==> config.mk <==
export PLATFORM = sky130hd
export DESIGN_NAME = br_update_queue
export DESIGN_NICKNAME = d
export VERILOG_FILES = /design/src/rtl/bp_pkg.sv /design/src/rtl/bp_sync_fifo.sv /design/src/rtl/br_update_queue.sv
export SDC_FILE = /design/constraint.sdc
export NUM_CORES = 1
export LEC_CHECK = 0
export CAP_MARGIN = 20
export CELL_PAD_IN_SITES_DETAIL_PLACEMENT = 1
export CELL_PAD_IN_SITES_GLOBAL_PLACEMENT = 2
export CORE_MARGIN = 8
export CORE_UTILIZATION = 30
export CTS_CLUSTER_DIAMETER = 50
export CTS_CLUSTER_SIZE = 8
export DETAILED_ROUTE_END_ITERATION = 7
export PLACE_DENSITY_LB_ADDON = 0.1
export SKIP_LAST_GASP = 1
export SYNTH_ARGS = -nofsm -noshare
export SYNTH_HDL_FRONTEND = slang
export SYNTH_SLANG_ARGS = --single-unit
export TNS_END_PERCENT = 50
==> constraint.sdc <==
create_clock -name clk_i -period 3.7 [get_ports clk_i]
set_clock_uncertainty 0.15 [all_clocks]
set_input_delay 0.925 -clock clk_i [delete_from_list [all_inputs] [get_ports clk_i]]
set_output_delay 0.925 -clock clk_i [all_outputs]
set_load 0.02 [all_outputs]
==> src/rtl/bp_pkg.sv <==
// Shared definitions for the branch predictor update path: default PHT index
// width, 2-bit saturating counter encodings and the in-flight entry layout.
package bp_pkg;

    localparam int unsigned INDEX_WIDTH_DEFAULT = 12;

    localparam logic [1:0] STRONGLY_NOT_TAKEN = 2'b00;
    localparam logic [1:0] WEAKLY_NOT_TAKEN   = 2'b01;
    localparam logic [1:0] WEAKLY_TAKEN       = 2'b10;
    localparam logic [1:0] STRONGLY_TAKEN     = 2'b11;

    // Layout of one in-flight branch at the default index width; pred sits in bit 0.
    typedef struct packed {
        logic [INDEX_WIDTH_DEFAULT-1:0] index;
        logic                           pred;
    } bp_entry_t;

endpackage

==> src/rtl/bp_sync_fifo.sv <==
// Synchronous FIFO holding in-flight branch entries. Head data is read
// combinationally; flush clears occupancy while still honouring a same-cycle pop.
module bp_sync_fifo #(
    parameter int unsigned WIDTH = 13,
    parameter int unsigned DEPTH = 8
) (
    input  logic                       clk_i,
    input  logic                       rst_i,
    input  logic                       wr_en_i,
    input  logic [WIDTH-1:0]           wr_data_i,
    input  logic                       rd_en_i,
    input  logic                       flush_i,
    output logic [WIDTH-1:0]           rd_data_o,
    output logic [$clog2(DEPTH):0]     count_o
);

    localparam int unsigned PW = $clog2(DEPTH);
    localparam int unsigned CW = PW + 1;

    logic [WIDTH-1:0] mem_q [DEPTH];
    logic [PW-1:0]    wr_ptr_q, wr_ptr_d;
    logic [PW-1:0]    rd_ptr_q, rd_ptr_d;
    logic [CW-1:0]    count_q, count_d;

    // Next pointers and occupancy; pointers wrap naturally as DEPTH is a power of two.
    always_comb begin
        wr_ptr_d = wr_ptr_q;
        rd_ptr_d = rd_ptr_q;
        count_d  = count_q;
        if (flush_i) begin
            wr_ptr_d = '0;
            rd_ptr_d = '0;
            count_d  = '0;
        end else begin
            if (wr_en_i) wr_ptr_d = wr_ptr_q + PW'(1);
            if (rd_en_i) rd_ptr_d = rd_ptr_q + PW'(1);
            count_d = count_q + CW'(wr_en_i) - CW'(rd_en_i);
        end
    end

    // Pointer and occupancy registers.
    always_ff @(posedge clk_i) begin
        if (rst_i) begin
            wr_ptr_q <= '0;
            rd_ptr_q <= '0;
            count_q  <= '0;
        end else begin
            wr_ptr_q <= wr_ptr_d;
            rd_ptr_q <= rd_ptr_d;
            count_q  <= count_d;
        end
    end

    // Entry storage carries no reset; occupancy alone says what is valid.
    always_ff @(posedge clk_i) begin
        if (wr_en_i) mem_q[wr_ptr_q] <= wr_data_i;
    end

    assign rd_data_o = mem_q[rd_ptr_q];
    assign count_o   = count_q;

endmodule

==> src/rtl/br_update_queue.sv <==
// Tracks predicted branches between fetch and execute and turns each
// resolution into a registered PHT update strobe with a mispredict flag.
module br_update_queue
    import bp_pkg::*;
#(
    parameter int unsigned INDEX_WIDTH = INDEX_WIDTH_DEFAULT,
    parameter int unsigned DEPTH       = 8
) (
    input  logic                     clk_i,
    input  logic                     rst_i,
    input  logic                     push_valid_i,
    input  logic [INDEX_WIDTH-1:0]   push_index_i,
    input  logic                     push_pred_i,
    output logic                     push_ready_o,
    input  logic                     resolve_valid_i,
    input  logic                     resolve_taken_i,
    input  logic                     flush_i,
    output logic                     update_en_o,
    output logic [INDEX_WIDTH-1:0]   update_index_o,
    output logic                     br_taken_o,
    output logic                     mispredict_o,
    output logic [$clog2(DEPTH):0]   count_o,
    output logic                     underflow_o
);

    localparam int unsigned CW = $clog2(DEPTH) + 1;
    localparam int unsigned EW = INDEX_WIDTH + 1;

    logic [CW-1:0]          count;
    logic [EW-1:0]          push_entry;
    logic [EW-1:0]          head_entry;
    logic [INDEX_WIDTH-1:0] head_index;
    logic                   head_pred;
    logic                   push_acc;
    logic                   resolve_acc;
    logic                   queue_empty;

    logic                   update_en_q, update_en_d;
    logic [INDEX_WIDTH-1:0] update_index_q, update_index_d;
    logic                   br_taken_q, br_taken_d;
    logic                   mispredict_q, mispredict_d;
    logic                   underflow_q, underflow_d;

    assign push_entry  = {push_index_i, push_pred_i};
    assign head_index  = head_entry[EW-1:1];
    assign head_pred   = head_entry[0];
    assign queue_empty = (count == '0);

    // Readiness looks only at occupancy, so a same-cycle resolve never frees a slot for a push.
    assign push_ready_o = (count != CW'(DEPTH));
    assign push_acc     = push_valid_i && push_ready_o && !flush_i;
    assign resolve_acc  = resolve_valid_i && !queue_empty;

    bp_sync_fifo #(
        .WIDTH (EW),
        .DEPTH (DEPTH)
    ) u_fifo (
        .clk_i     (clk_i),
        .rst_i     (rst_i),
        .wr_en_i   (push_acc),
        .wr_data_i (push_entry),
        .rd_en_i   (resolve_acc),
        .flush_i   (flush_i),
        .rd_data_o (head_entry),
        .count_o   (count)
    );

    // Update outputs for the next cycle; index and direction hold when nothing resolves.
    always_comb begin
        update_en_d    = resolve_acc;
        update_index_d = update_index_q;
        br_taken_d     = br_taken_q;
        mispredict_d   = 1'b0;
        underflow_d    = underflow_q | (resolve_valid_i & queue_empty);
        if (resolve_acc) begin
            update_index_d = head_index;
            br_taken_d     = resolve_taken_i;
            mispredict_d   = (head_pred != resolve_taken_i);
        end
    end

    // Output registers; reset also swallows an update that would otherwise issue next cycle.
    always_ff @(posedge clk_i) begin
        if (rst_i) begin
            update_en_q    <= 1'b0;
            update_index_q <= '0;
            br_taken_q     <= 1'b0;
            mispredict_q   <= 1'b0;
            underflow_q    <= 1'b0;
        end else begin
            update_en_q    <= update_en_d;
            update_index_q <= update_index_d;
            br_taken_q     <= br_taken_d;
            mispredict_q   <= mispredict_d;
            underflow_q    <= underflow_d;
        end
    end

    assign update_en_o    = update_en_q;
    assign update_index_o = update_index_q;
    assign br_taken_o     = br_taken_q;
    assign mispredict_o   = mispredict_q;
    assign underflow_o    = underflow_q;
    assign count_o        = count;

endmodule
==> summary.txt <==
Outcome
  • Status: complete, no violations

Die
  • Die Ht: 147 µm
  • Core region area: about 17000 µm²
  • Ports: 40
  • Rows: 48
  • Die ar.: approximately 22000 µm²
  • Initial Utilization: 0.302
  • Die X: around 150 µm

CTS
  • Root Buffer: clkbuf_16
  • Worst-path clk slew: approximately 0.050 ns
  • Deepest clock path buffer count: 2
  • H-tree Lvls: 4
  • Cts bufs inserted: 17
  • CTS tree: done
  • CTS sink cnt: 133
  • Worst-skew pair later-pin latency: just over 0.4 ns
  • Hold_buf cts: 0
  • # Post-CTS Setup Buffers: 0
  • Resized cells post-CTS: 0

Detailed routing
  • WL per Instance: 19.4 µm
  • DR DRC count: 0
  • Starting DRC count in detailed routing: 94
  • First drt pass iteration count: 4
  • Vias per std cell: 4.63
  • Drt total wl: ~12 mm
  • Routed via count: between 2000 and 3000
  • Antenna Nets Post-Route: 0

Setup path
  • Endpoint type of the worst setup path: primary output
  • Crit path max-delay family: buffers and inverters
  • Crit start category: flop
  • CP max FO: 5
  • CP arrival: approximately 2 ns
  • FF-to-FF setup slack: between 1 and 1.5 ns
  • Crit path buf inv count: 2
  • Slowest cell on the critical path: clkdlybuf4s50_1
  • Largest stage delay on the critical path: roughly 0.58 ns
  • CP Data Required Time: 2.62 ns
  • Critical path type: flop to primary output
  • Crit-path cells: inv_1 > ha_1 > or3b_1 > clkdlybuf4s50_1

Timing
  • Measured slew at the worst slew-check pin: ~0.76 ns
  • Worst Slack Setup Final: between 0.6 and 0.7 ns
  • Count of final max-slew check failures: 0
  • Setup TNS: 0 ns
  • F_max: between 300 and 400 MHz
  • Endpoints failing hold: 0
  • Min cycle time layout: 3.06 ns
  • RSZ-0062 raised after global routing: false
  • # setup viols final: 0
  • Slew headroom: 0.495
  • Final period util: 0.826

Placed design
  • Port bufs: 39
  • DP Worst Slack: about 0.62 ns
  • Placer Congestion: roughly 0.70
  • Hpwl dp: about 7.7 mm

Finish
  • Final nets: about 400
  • Antenna cells: 0
  • Commonest non-fill, non-tap cell in the layout: edfxtp_1
  • Commonest non-fill, non-tap cells in the layout: edfxtp_1 (104), mux2i_1 (55), clkdlybuf4s50_1 (39), dfxtp_1 (28), a22oi_1 (26)
  • Layout area overhead: 25.0%
  • Share of layout cells above drive strength 1: 0.140

Logic synthesis
  • #FFs+latches synth: 133
  • Mean Syn Cell Area: roughly 16 µm²
  • Syn nets: around 340
  • Async S/R FF share, synth: 0
  • Main flop type after synthesis: edfxtp_1
  • Number of synthesized flops with an enable pin: 104
  • Mapped Cells: 313
  • Post-synthesis cell type count: 34
  • Mapped Area: between 5000 and 6000 µm²
  • Yosys warnings: 0
  • Sequential area share after synthesis: 0.721

Hold path
  • Hold Crit Class: flop to flop

Global route
  • Vias in the first global route: just over 3000
  • Initial antenna violation count: 0
  • First-pass GRT wire length: about 18 mm
  • Pin count of the biggest net entering global routing: 24
  • Total Routing Usage GR: 0.114
  • GRT overflow: 0

Job
  • Maxcap violations: 0

Power and ir drop
  • Power Density: between 600 and 700 nW/µm²
  • Maximum vdd drop: slightly above 0.0003 V
  • Leak: just over 2 nW
[cell type report]
| type | instances | area [µm²] |
|---|---|---|
| fillers | 1691 | 10600 |
| flip-flops and latches | 133 | 3700 |
| multi-input cells | 156 | 1340 |
| repair buffers | 56 | 518 |
| clock buffers | 21 | 440 |
| well taps | 225 | 282 |
| clock inverters | 11 | 110 |
| inverters | 9 | 33.8 |
[Yosys cell counts, types with 2 or more instances]
master,count,area share
a22oi_1,26,0.038
nand3_1,2,0.0019
nor2b_1,2,0.0024
a32o_1,12,0.023
nand2b_1,3,0.0037
clkbuf_1,6,0.0044
edfxtp_1,104,0.61
inv_1,8,0.0058
nand2_1,6,0.0044
buf_2,4,0.0039
xor2_1,2,0.0034
dfxtp_1,29,0.11
a21oi_1,3,0.0029
xnor2_1,4,0.0068
or3b_1,2,0.0034
buf_4,3,0.0044
ha_1,8,0.019
nor3_1,4,0.0039
mux2i_1,55,0.11
nor2_1,16,0.012
[sequential cells by signal, summed over array words and instances, names as in the netlist, named ones only]
register,cells
underflow_o,1
u_fifo.count_o,4
u_fifo.wr_ptr_q,3
br_taken_o,1
update_index_o,12
u_fifo.mem_q,104
update_en_o,1
u_fifo.rd_ptr_q,3
mispredict_o,1
[worst paths after layout]
| kind | startpoint | endpoint | depth (start not counted) |
|---|---|---|---|
| max | u_fifo.count_o[2]$_SDFF_PP0_ | push_ready_o | 4 |
| min | update_index_o[3]$_SDFFE_PP0P_ | update_index_o[3]$_SDFFE_PP0P_ | 1 |
| min reg2reg | update_index_o[3]$_SDFFE_PP0P_ | update_index_o[3]$_SDFFE_PP0P_ | 1 |
| max reg2reg | u_fifo.count_o[2]$_SDFF_PP0_ | u_fifo.count_o[2]$_SDFF_PP0_ | 11 |
[metal layers]
layer,GRT usage,part of all wire,up-vias
li1,-,-,1331
met1,0.136,0.46,1411
met2,0.187,0.48,67
met3,0.0378,0.043,18
met4,0.0459,0.016,0
met5,0,0,-
[kinds of logic after synthesis]
kind of cell,after synthesis,synth area share
buf+inv,24,0.0243
mux,55,0.107
fa+ha+maj,9,0.0234
xor+xnor,6,0.0102
compound gates,42,0.0657
flops,133,0.721
simple gates,44,0.0487
[power breakdown]
part | switching [mW] | total (mW) | internal (mW)
clock network | 0.587 | 1.57 | 0.979
registers | 0.0736 | 1.78 | 1.70
logic | 0.398 | 0.760 | 0.361
[metrics by stage]
step           instance area [µm²]  utilization  instances  hold slack (ns)  power (mW)
2_1_floorplan                 5140            -        313            0.335        2.30
3_3_place_gp                  5880        0.346        579            0.305        2.57
3_5_place_dp                  5880        0.346        579            0.316        2.59
4_1_cts                       6430        0.378        611            0.328        4.17
5_1_grt                       6430        0.378        611            0.352        4.30
6_report                      6430        0.378        611            0.320        4.10
Note: power is estimated with default switching activity, not from simulation.
